==> config.mk <==
export PLATFORM = sky130hd
export DESIGN_NAME = ttt_game_ctrl
export DESIGN_NICKNAME = d
export VERILOG_FILES = /design/src/rtl/ttt_game_ctrl.sv
export SDC_FILE = /design/constraint.sdc
export NUM_CORES = 1
export LEC_CHECK = 0
export ABC_CLOCK_PERIOD_IN_PS = 5680
export CAP_MARGIN = 20
export CORE_MARGIN = 2
export CORE_UTILIZATION = 50
export DETAILED_ROUTE_END_ITERATION = 8
export DONT_BUFFER_PORTS = 1
export PLACE_DENSITY = 0.68
export RECOVER_POWER = 50
export SYNTH_ARGS = -nofsm -noshare
export SYNTH_HDL_FRONTEND = slang
export SYNTH_SLANG_ARGS = --single-unit
==> constraint.sdc <==
create_clock -name i_clock -period 5.68 [get_ports i_clock]
set_clock_uncertainty 0.05 [all_clocks]
set_input_delay 0.852 -clock i_clock [delete_from_list [all_inputs] [get_ports i_clock]]
set_output_delay 0.852 -clock i_clock [all_outputs]
set_load 0.01 [all_outputs]
==> src/rtl/ttt_game_ctrl.sv <==
// Tic-tac-toe turn sequencer: owns the 3x3 board, takes human moves,
// paces the CPU move generator, and scores each move for win/draw.
module ttt_game_ctrl #(
  parameter int CPU_DELAY           = 8,
  parameter bit HUMAN_FIRST_DEFAULT = 1'b1
) (
  input  logic        i_clock,
  input  logic        i_reset,
  input  logic        i_start,
  input  logic        i_human_first,
  input  logic        i_move_valid,
  input  logic [3:0]  i_move_coord,
  input  logic [3:0]  i_cpu_coord,
  output logic [17:0] o_board,
  output logic        o_cpu_req,
  output logic        o_turn,
  output logic [1:0]  o_game_state,
  output logic [1:0]  o_result,
  output logic [3:0]  o_win_line,
  output logic        o_illegal_move,
  output logic        o_cpu_fault,
  output logic [3:0]  o_move_count
);

  typedef enum logic [2:0] {S_IDLE, S_HUMAN, S_CPU, S_CHECK, S_DONE} state_t;

  localparam logic [1:0]  C_EMPTY     = 2'b10;
  localparam logic [1:0]  C_HUMAN     = 2'b01;
  localparam logic [1:0]  C_CPU       = 2'b00;
  localparam logic [17:0] BOARD_EMPTY = 18'h2AAAA;
  localparam logic [7:0]  DELAY       = 8'(CPU_DELAY);
  // Cell triples per line, {c2,c1,c0}; index = line number (lowest wins ties).
  localparam logic [7:0][11:0] LINES = {
    12'h642, 12'h840, 12'h852, 12'h741, 12'h630, 12'h876, 12'h543, 12'h210};

  state_t      r_state, w_state_n;
  logic [17:0] r_board, w_board_n;
  logic [7:0]  r_cnt, w_cnt_n;
  logic        r_turn, w_turn_n;
  logic [1:0]  r_result, w_result_n;
  logic [3:0]  r_win_line, w_win_line_n;
  logic        r_illegal, w_illegal_n;
  logic        r_fault, w_fault_n;
  logic [3:0]  r_move_count, w_move_count_n;
  logic        r_last_mover, w_last_mover_n;

  logic [1:0]  w_mark;
  logic        w_win_any;
  logic [3:0]  w_win_idx;
  logic [3:0]  w_free;
  logic        w_h_ok, w_c_ok;
  logic [3:0]  w_c_idx;

  // Out-of-range indices read as 2'b11 so they never look empty.
  function automatic logic [1:0] cell_of(input logic [17:0] b, input logic [3:0] idx);
    logic [1:0] c;
    c = 2'b11;
    for (int i = 0; i < 9; i++)
      if (idx == 4'(i)) c = b[2*i +: 2];
    return c;
  endfunction

  function automatic logic [17:0] put(input logic [17:0] b, input logic [3:0] idx,
                                      input logic [1:0] v);
    logic [17:0] r;
    r = b;
    for (int i = 0; i < 9; i++)
      if (idx == 4'(i)) r[2*i +: 2] = v;
    return r;
  endfunction

  // Line scan for the last mover's mark, plus lowest empty cell for CPU fallback.
  always_comb begin
    w_mark    = r_last_mover ? C_HUMAN : C_CPU;
    w_win_any = 1'b0;
    w_win_idx = 4'hF;
    for (int l = 7; l >= 0; l--) begin
      if (cell_of(r_board, LINES[l][3:0])  == w_mark &&
          cell_of(r_board, LINES[l][7:4])  == w_mark &&
          cell_of(r_board, LINES[l][11:8]) == w_mark) begin
        w_win_any = 1'b1;
        w_win_idx = 4'(l);
      end
    end
    w_free = 4'd0;
    for (int i = 8; i >= 0; i--)
      if (r_board[2*i +: 2] == C_EMPTY) w_free = 4'(i);
    w_h_ok  = (i_move_coord <= 4'd8) && (cell_of(r_board, i_move_coord) == C_EMPTY);
    w_c_ok  = (i_cpu_coord  <= 4'd8) && (cell_of(r_board, i_cpu_coord)  == C_EMPTY);
    w_c_idx = w_c_ok ? i_cpu_coord : w_free;
  end

  // Next-state and next-register values; start overrides everything.
  always_comb begin
    w_state_n      = r_state;
    w_board_n      = r_board;
    w_cnt_n        = r_cnt;
    w_turn_n       = r_turn;
    w_result_n     = r_result;
    w_win_line_n   = r_win_line;
    w_illegal_n    = 1'b0;
    w_fault_n      = 1'b0;
    w_move_count_n = r_move_count;
    w_last_mover_n = r_last_mover;
    if (i_start) begin
      w_board_n      = BOARD_EMPTY;
      w_move_count_n = 4'd0;
      w_result_n     = 2'd0;
      w_win_line_n   = 4'hF;
      w_turn_n       = i_human_first;
      w_cnt_n        = DELAY;
      w_state_n      = i_human_first ? S_HUMAN : S_CPU;
    end else begin
      case (r_state)
        S_HUMAN: begin
          if (i_move_valid) begin
            if (w_h_ok) begin
              w_board_n      = put(r_board, i_move_coord, C_HUMAN);
              w_move_count_n = r_move_count + 4'd1;
              w_last_mover_n = 1'b1;
              w_state_n      = S_CHECK;
            end else begin
              w_illegal_n = 1'b1;
            end
          end
        end
        S_CPU: begin
          if (r_cnt <= 8'd1) begin
            w_board_n      = put(r_board, w_c_idx, C_CPU);
            w_fault_n      = ~w_c_ok;
            w_move_count_n = r_move_count + 4'd1;
            w_last_mover_n = 1'b0;
            w_state_n      = S_CHECK;
          end else begin
            w_cnt_n = r_cnt - 8'd1;
          end
        end
        S_CHECK: begin
          if (w_win_any) begin
            w_result_n   = r_last_mover ? 2'd1 : 2'd2;
            w_win_line_n = w_win_idx;
            w_state_n    = S_DONE;
          end else if (r_move_count == 4'd9) begin
            w_result_n = 2'd3;
            w_state_n  = S_DONE;
          end else begin
            w_turn_n  = ~r_turn;
            w_cnt_n   = DELAY;
            w_state_n = r_last_mover ? S_CPU : S_HUMAN;
          end
        end
        default: ;
      endcase
    end
  end

  // State and datapath registers, async clear.
  always_ff @(posedge i_clock or posedge i_reset) begin
    if (i_reset) begin
      r_state      <= S_IDLE;
      r_board      <= BOARD_EMPTY;
      r_cnt        <= 8'd0;
      r_turn       <= HUMAN_FIRST_DEFAULT;
      r_result     <= 2'd0;
      r_win_line   <= 4'hF;
      r_illegal    <= 1'b0;
      r_fault      <= 1'b0;
      r_move_count <= 4'd0;
      r_last_mover <= 1'b0;
    end else begin
      r_state      <= w_state_n;
      r_board      <= w_board_n;
      r_cnt        <= w_cnt_n;
      r_turn       <= w_turn_n;
      r_result     <= w_result_n;
      r_win_line   <= w_win_line_n;
      r_illegal    <= w_illegal_n;
      r_fault      <= w_fault_n;
      r_move_count <= w_move_count_n;
      r_last_mover <= w_last_mover_n;
    end
  end

  // Game phase decode; cpu_req follows state so reset drops it immediately.
  always_comb begin
    case (r_state)
      S_HUMAN, S_CPU, S_CHECK: o_game_state = 2'd1;
      S_DONE:                  o_game_state = 2'd2;
      default:                 o_game_state = 2'd0;
    endcase
  end

  assign o_cpu_req      = (r_state == S_CPU);
  assign o_board        = r_board;
  assign o_turn         = r_turn;
  assign o_result       = r_result;
  assign o_win_line     = r_win_line;
  assign o_illegal_move = r_illegal;
  assign o_cpu_fault    = r_fault;
  assign o_move_count   = r_move_count;

endmodule

==> results of run 1 <==
[registers in the layout, indices dropped and copies added, names as in the netlist]
name	cells
o_result	2
o_illegal_move	1
o_cpu_fault	1
r_state	3
o_win_line	4
r_last_mover	1
o_move_count	4
o_turn	1
r_cnt	8
o_board	18
[metrics by stage]
step | util (%) | instances | total power (µW) | instance area [µm²]
after floorplan | - | 370 | 820 | 3130
after global placement | 52.4 | 428 | 912 | 3140
after detailed placement | 52.4 | 428 | 917 | 3140
after CTS | 53.8 | 436 | 1120 | 3220
after global routing | 53.8 | 436 | 1200 | 3220
final | 53.8 | 436 | 1120 | 3220
[Yosys cell counts, types with 4 or more instances]
cell,number,area [µm²]
xor2_1,4,35.0
nand2b_1,14,87.6
dfrtp_1,29,726
dfstp_2,14,368
nor3b_1,4,30.0
nor4_1,7,43.8
nor2_1,47,176
a41oi_1,7,61.3
nand3_1,11,55.1
o21ai_1,5,25.0
buf_2,4,20.0
xnor2_1,4,35.0
nor2b_1,13,81.3
o211ai_1,6,45.0
o21ai_0,15,75.1
a21oi_1,17,85.1
o31ai_1,4,30.0
o311ai_1,4,35.0
nand2_1,18,67.6
nand4_1,7,43.8
ha_1,4,50.1
nor3_1,12,60.1
inv_1,14,52.6
or3_1,8,50.1
and3_1,7,43.8
clkbuf_1,11,41.3
and2_1,4,25.0
a31oi_1,13,81.3
[how the worst max path moves through the flow]
stage                           start                       to  slack [ns]  cells past startpoint
2_1_floorplan         i_move_coord[1]   o_board[0]$_DFFE_PP0P_        3.13                      7
3_3_place_gp          i_move_coord[1]  o_board[17]$_DFFE_PP1P_        3.06                      6
3_5_place_dp          i_move_coord[1]  o_board[17]$_DFFE_PP1P_        3.02                      6
4_1_cts        r_state[0]$_DFFE_PP0P_                o_cpu_req        3.06                      3
5_1_grt                       i_reset   o_board[6]$_DFFE_PP0P_        2.56                      2
6_report       r_state[0]$_DFFE_PP0P_                o_cpu_req        3.03                      3
[layout make-up]
| class | instances | area [µm²] |
|---|---|---|
| Fill cell | 570 | 2770 |
| Clock buffer | 6 | 72.6 |
| Tap cell | 75 | 93.8 |
| Sequential cell | 43 | 1090 |
| Inverter | 15 | 56.3 |
| Clock inverter | 2 | 12.5 |
| Multi-Input combinational cell | 293 | 1880 |
| Timing Repair Buffer | 2 | 11.3 |
[kinds of logic after synthesis]
kind of cell               synth area share, %
buffers and inverters                     4.96
DFF                                       34.9
xor gates and xnor gates                  2.76
and+or+nand+nor                           28.8
adders and majority gates                 1.60
AOI/OAI and AO/OA                         26.3
muxes                                    0.680
[critical path: cells and delay by family, from the launching register on]
family	cells	cell delay (ns)
buffers and inverters	1	0.36
and+or+nand+nor	2	0.59
DFF	1	0.50
[routing by layer]
layer	up-vias	part of all wire, %	GRT usage (%)
met1	1356	48	35.2
met4	0	1.5	5.96
li1	1365	-	-
met2	98	43	35.6
met3	16	7.4	5.86
met5	-	0	0
[power breakdown]
group          leakage [µW]  internal (µW)  switching, µW
combinational      0.000641            163            258
clock             0.0000412           86.1            112
sequential         0.000528            366            133
total               0.00121            616            503
==> qor.yml, run 1 <==
holdWs_ns: 0.519
post_cts_resized: 0
p_leak_uw: 0.00121
fin_setup_tns_ns: 0
clock_path_buffers: 2
slew_headroom_pct: -53.3
h-tree-depth: 2
via_per_inst: 6.50
clockRootBuffer: "clkbuf_8"
layout_common_cells: "47 x nor2_1, 29 x dfrtp_1, 18 x nand2_1, 17 x a21oi_1, 15 x o21ai_0"
end_kind: "output port"
power.density_nw_per_um2: 347
coreArea_um2: 5990
grt_pass1_wl_mm: 13.5
wl_mm: 8.21
io_pins: 47
holdBufCountCts: 0
min_from: "r_cnt[1]$_DFFE_PP0P_"
maxSlewViolCount: 44
grt_overflow: 0
portBuffers: 0
min_path_cells: 2
antenna_left: 0
die_x_um: 83.1
drt-wirelength-per-cell_um: 18.8
syn_nets: 387
tritoncts: "done"
die_h_um: 83.1
drc: 0
synth.cell_area_um2: 3130
nNetsFinal: 377
max_freq_ghz: 0.377
r2r_cells: 8
fin_crit_ns: 2.65
routabilityCongestion: 0.887
hold_viol: 0
ys_seq_area_share_pct: 34.9
final.setup.worst_slack_ns: 3.03
final_common_cell: "nor2_1"
synth_top_flop_cell: "dfrtp_1"
postCtsSetupBuffers: 0
dieArea_um2: 6910
synth-edff-count: 0
ys_ff_latch: 43
setup_viol: 0
drive_gt1_share_pct: 9.14
avgSynthCellArea_um2: 8.46
worstSetupPathType: "flop to output port"
drv_cap: 1
clk-insertion-delay-late_ns: 0.30
cp_slowest_cell: "dfrtp_1"
grt_start_max_net_pins: 44
start_util_pct: 52.2
rr_endpoint: "r_cnt[6]$_DFFE_PP0P_"
diodes: 0
rows: 28
via_count: 2835
cts.reportedPaths.clkPinSlew_ns: 0.09
whs_endpoint: "r_cnt[1]$_DFFE_PP0P_"
reg2reg_setup_slack_ns: 3.07
async_flop_share_pct: 100
yosysWarnings: 0
arrival_ns: 1.75
grt_pass1_vias: 2592
drt-initial-drc-count: 231
worstSetupStartpointType: "flop"
crit_chain: "nor2b_1 -> nand2_1 -> inv_2"
dp_hpwl_mm: 5.97
hp-class: "flop to flop"
reg2reg_from: "r_state[0]$_DFFE_PP0P_"
gr-usage-all-layers_pct: 24.0
pre_cts_slack_ns: 3.02
period_share_pct: 46.7
tightest_slew_ns: 2.30
required_ns: 4.78
firstDrtPassIters: 5
antenna_found_initial: 0
synthCells: 370
grt_setup_unrepaired: "no"
ys_types: 68
worstPathMaxFanout: 15
cts.sinks: 43
cts_made_buffers: 5
synthToLayoutAreaGrowth_pct: 2.92
status: "finished, violations left"
violations: "capacitance limit, slew limit"
worst_path_largest_cell_delay_ns: 0.50
vdd_drop_max_v: 0.000155
Power figures use the tool's default switching activity.
==> inputs of run 2 (changes only) <==
- ABC_CLOCK_PERIOD_IN_PS: 5680 -> 2600
- clock period: 5.68 -> 2.6 ns (I/O delays scaled with it)
==> run 2 against run 1 <==
The run now ends clean. Register-to-register slack got worse by 2.9 ns. Power rose by 130%. Critical path depth rose by 3. Sequential share of layout area fell by 1.1 points. Wire length rose by 4.8%. Combinational power rose by 150%. Critical endpoint is now r_cnt[1]$_DFFE_PP0P_. Die area did not move. Via count rose by 4.7%. Largest cell class unchanged. Setup slack got worse by 2.8 ns. Non-clock buffer count rose by 14. Final area rose by 3.3%. Critical path type is now flop to flop.
==> qor.yml, run 2 (synthesis results as in run 1) <==
max_freq_ghz: 0.419
antenna_left: 0  # unchanged
drv_cap: 0  # -1
worstPathMaxFanout: 17  # +2
drt-wirelength-per-cell_um: 19.1  # +1.6%
power_frac_seq_pct: 41.3  # -3.3 points
tritoncts: "done"
dp_hpwl_mm: 6.12  # +2.6%
crit_chain: "xor2_1 -> a211oi_1 -> a211oi_2 -> nand4_4 -> o31ai_4 -> o32ai_1"
cts.reportedPaths.clkPinSlew_ns: 0.09  # about the same
cts.sinks: 43  # unchanged
diodes: 0  # unchanged
final_common_cell: "nor2_1"
grt_pass1_wl_mm: 14.3  # +5.9%
portBuffers: 0  # unchanged
pwr-share-comb_pct: 41.4  # +3.7 points
via_per_inst: 6.60  # +1.5%
intPower_uw: 1400  # +130%
critPathTopFamily: "compound AO/OA/AOI/OAI gates"
via_count: 2969  # +4.7%
p_switching_uw: 1130  # +120%
final.setup.worst_slack_ns: 0.214  # -2.81 ns
period_share_pct: 91.8
final_area_um2: 3330  # +3.3%
maxSlewViolCount: 0  # -100%
clock_path_buffers: 2  # unchanged
holdBufCountCts: 0  # unchanged
grt_setup_unrepaired: "no"
vdd_drop_max_v: 0.000422  # +170%
largest_reg_flops: 18  # unchanged
p_clk_share_pct: 17.3  # -0.4 points
h-tree-depth: 2  # unchanged
grt_start_max_net_pins: 44  # unchanged
hold_viol: 0  # unchanged
p_leak_uw: 0.00128  # +5.6%
layout_common_cells: "47 x nor2_1, 29 x dfrtp_1, 18 x nand2_1, 17 x a21oi_1"
cts_made_buffers: 5  # unchanged
tightest_slew_ns: 1.07  # -1.23 ns
postLayoutCoreUtil_pct: 55.6  # +1.8 points
arrival_ns: 2.50  # +0.75 ns
coreArea_um2: 5990  # unchanged
io_pins: 47  # unchanged
grt_overflow: 0  # unchanged
dieArea_um2: 6910  # unchanged
die_x_um: 83.1  # unchanged
path_buf_inv: 0  # -1
antenna_found_initial: 0  # unchanged
grt_pass1_vias: 2844  # +9.7%
rows: 28  # unchanged
clk-insertion-delay-late_ns: 0.30  # about the same
synthToLayoutAreaGrowth_pct: 6.36
fin_setup_tns_ns: 0  # unchanged
setup_viol: 0  # unchanged
cp_slowest_cell: "dfrtp_1"
power.density_nw_per_um2: 761  # +120%
slew_headroom_pct: 28.4  # +82 points
postCtsSetupBuffers: 0  # unchanged
drt-initial-drc-count: 292  # +26%
fin_crit_ns: 2.39
die_h_um: 83.1  # unchanged
wl_mm: 8.60  # +4.8%
holdWs_ns: 0.0931  # -0.425 ns
drc: 0  # unchanged
worstSetupStartpointType: "flop"
routabilityCongestion: 0.931  # +5.0%
status: "completed"
nNetsFinal: 391  # +3.7%
clockRootBuffer: "clkbuf_8"
gr-usage-all-layers_pct: 25.2  # +1.2 points
worst_path_largest_cell_delay_ns: 0.65  # +0.15 ns
worstSetupPathType: "flop to flop"
p_sw_share_pct: 44.6  # -0.36 points
start_util_pct: 52.2  # unchanged
drive_gt1_share_pct: 12.8  # +3.7 points
firstDrtPassIters: 4  # -1
hp-class: "input port to flop"
end_kind: "flop"
dpl_cell_area_um2: 3240  # +3.3%
pre_cts_slack_ns: 0.196  # -2.83 ns
required_ns: 2.72  # -2.06 ns
[run 2: final cells by class]
class | count | area, µm²
multi-input cells | 293 | 1880
flip-flops and latches | 43 | 1090
well taps | 75 | 93.8
clock inverters | 2 | 12.5
repair buffers | 16 | 118
fillers | 573 | 2660
inverters | 15 | 56.3
clock buffers | 6 | 72.6
[run 2: power groups by stage]
stage | Sequential [µW] | Combinational (µW) | Clock (µW)
floorplan | 973 | 819 | 0
global placement | 1050 | 1010 | 0
detailed placement | 1050 | 1020 | 0
CTS | 1040 | 1030 | 440
global route | 1070 | 1170 | 468
finish | 1050 | 1050 | 439
[run 2: stage by stage]
| step | instances | power (µW) |
|---|---|---|
| 5_1_grt | 450 | 2700 |
| 6_report | 450 | 2530 |
| 3_3_place_gp | 442 | 2060 |
| 4_1_cts | 450 | 2510 |
| 2_1_floorplan | 370 | 1790 |
| 3_5_place_dp | 442 | 2070 |
[run 2: final timing paths]
path                                          startpoint                          end  slack, ns  cells past startpoint
min in group asynchronous                        i_reset      o_result[0]$_DFFE_PP0P_       0.25                      2
max in group asynchronous                        i_reset  o_move_count[0]$_DFFE_PP0P_       1.59                      2
worst min-delay path                             i_start       r_state[2]$_DFFE_PP0P_       0.09                      1
worst min register to register      r_cnt[1]$_DFFE_PP0P_         r_cnt[1]$_DFFE_PP0P_       0.52                      2
worst max register to register  r_last_mover$_DFFE_PP0P_         r_cnt[1]$_DFFE_PP0P_       0.21                      6
worst max-delay path            r_last_mover$_DFFE_PP0P_         r_cnt[1]$_DFFE_PP0P_       0.21                      6
[run 2: routing by layer]
metal | vias up | track usage (%) | share of wire, % | routed length, µm
li1 | 1397 | - | - | -
met1 | 1455 | 34.8 | 44 | 3760
met2 | 108 | 40.7 | 48 | 4090
met3 | 9 | 5.37 | 7.4 | 636
met4 | 0 | 5.81 | 1.3 | 109
met5 | - | 0 | 0 | 0
[run 2: what timing repair did]
action,in CTS,in global routing
endpoints found under the hold margin,0,0
gates resized for setup,0,1
setup endpoints to repair,0,1
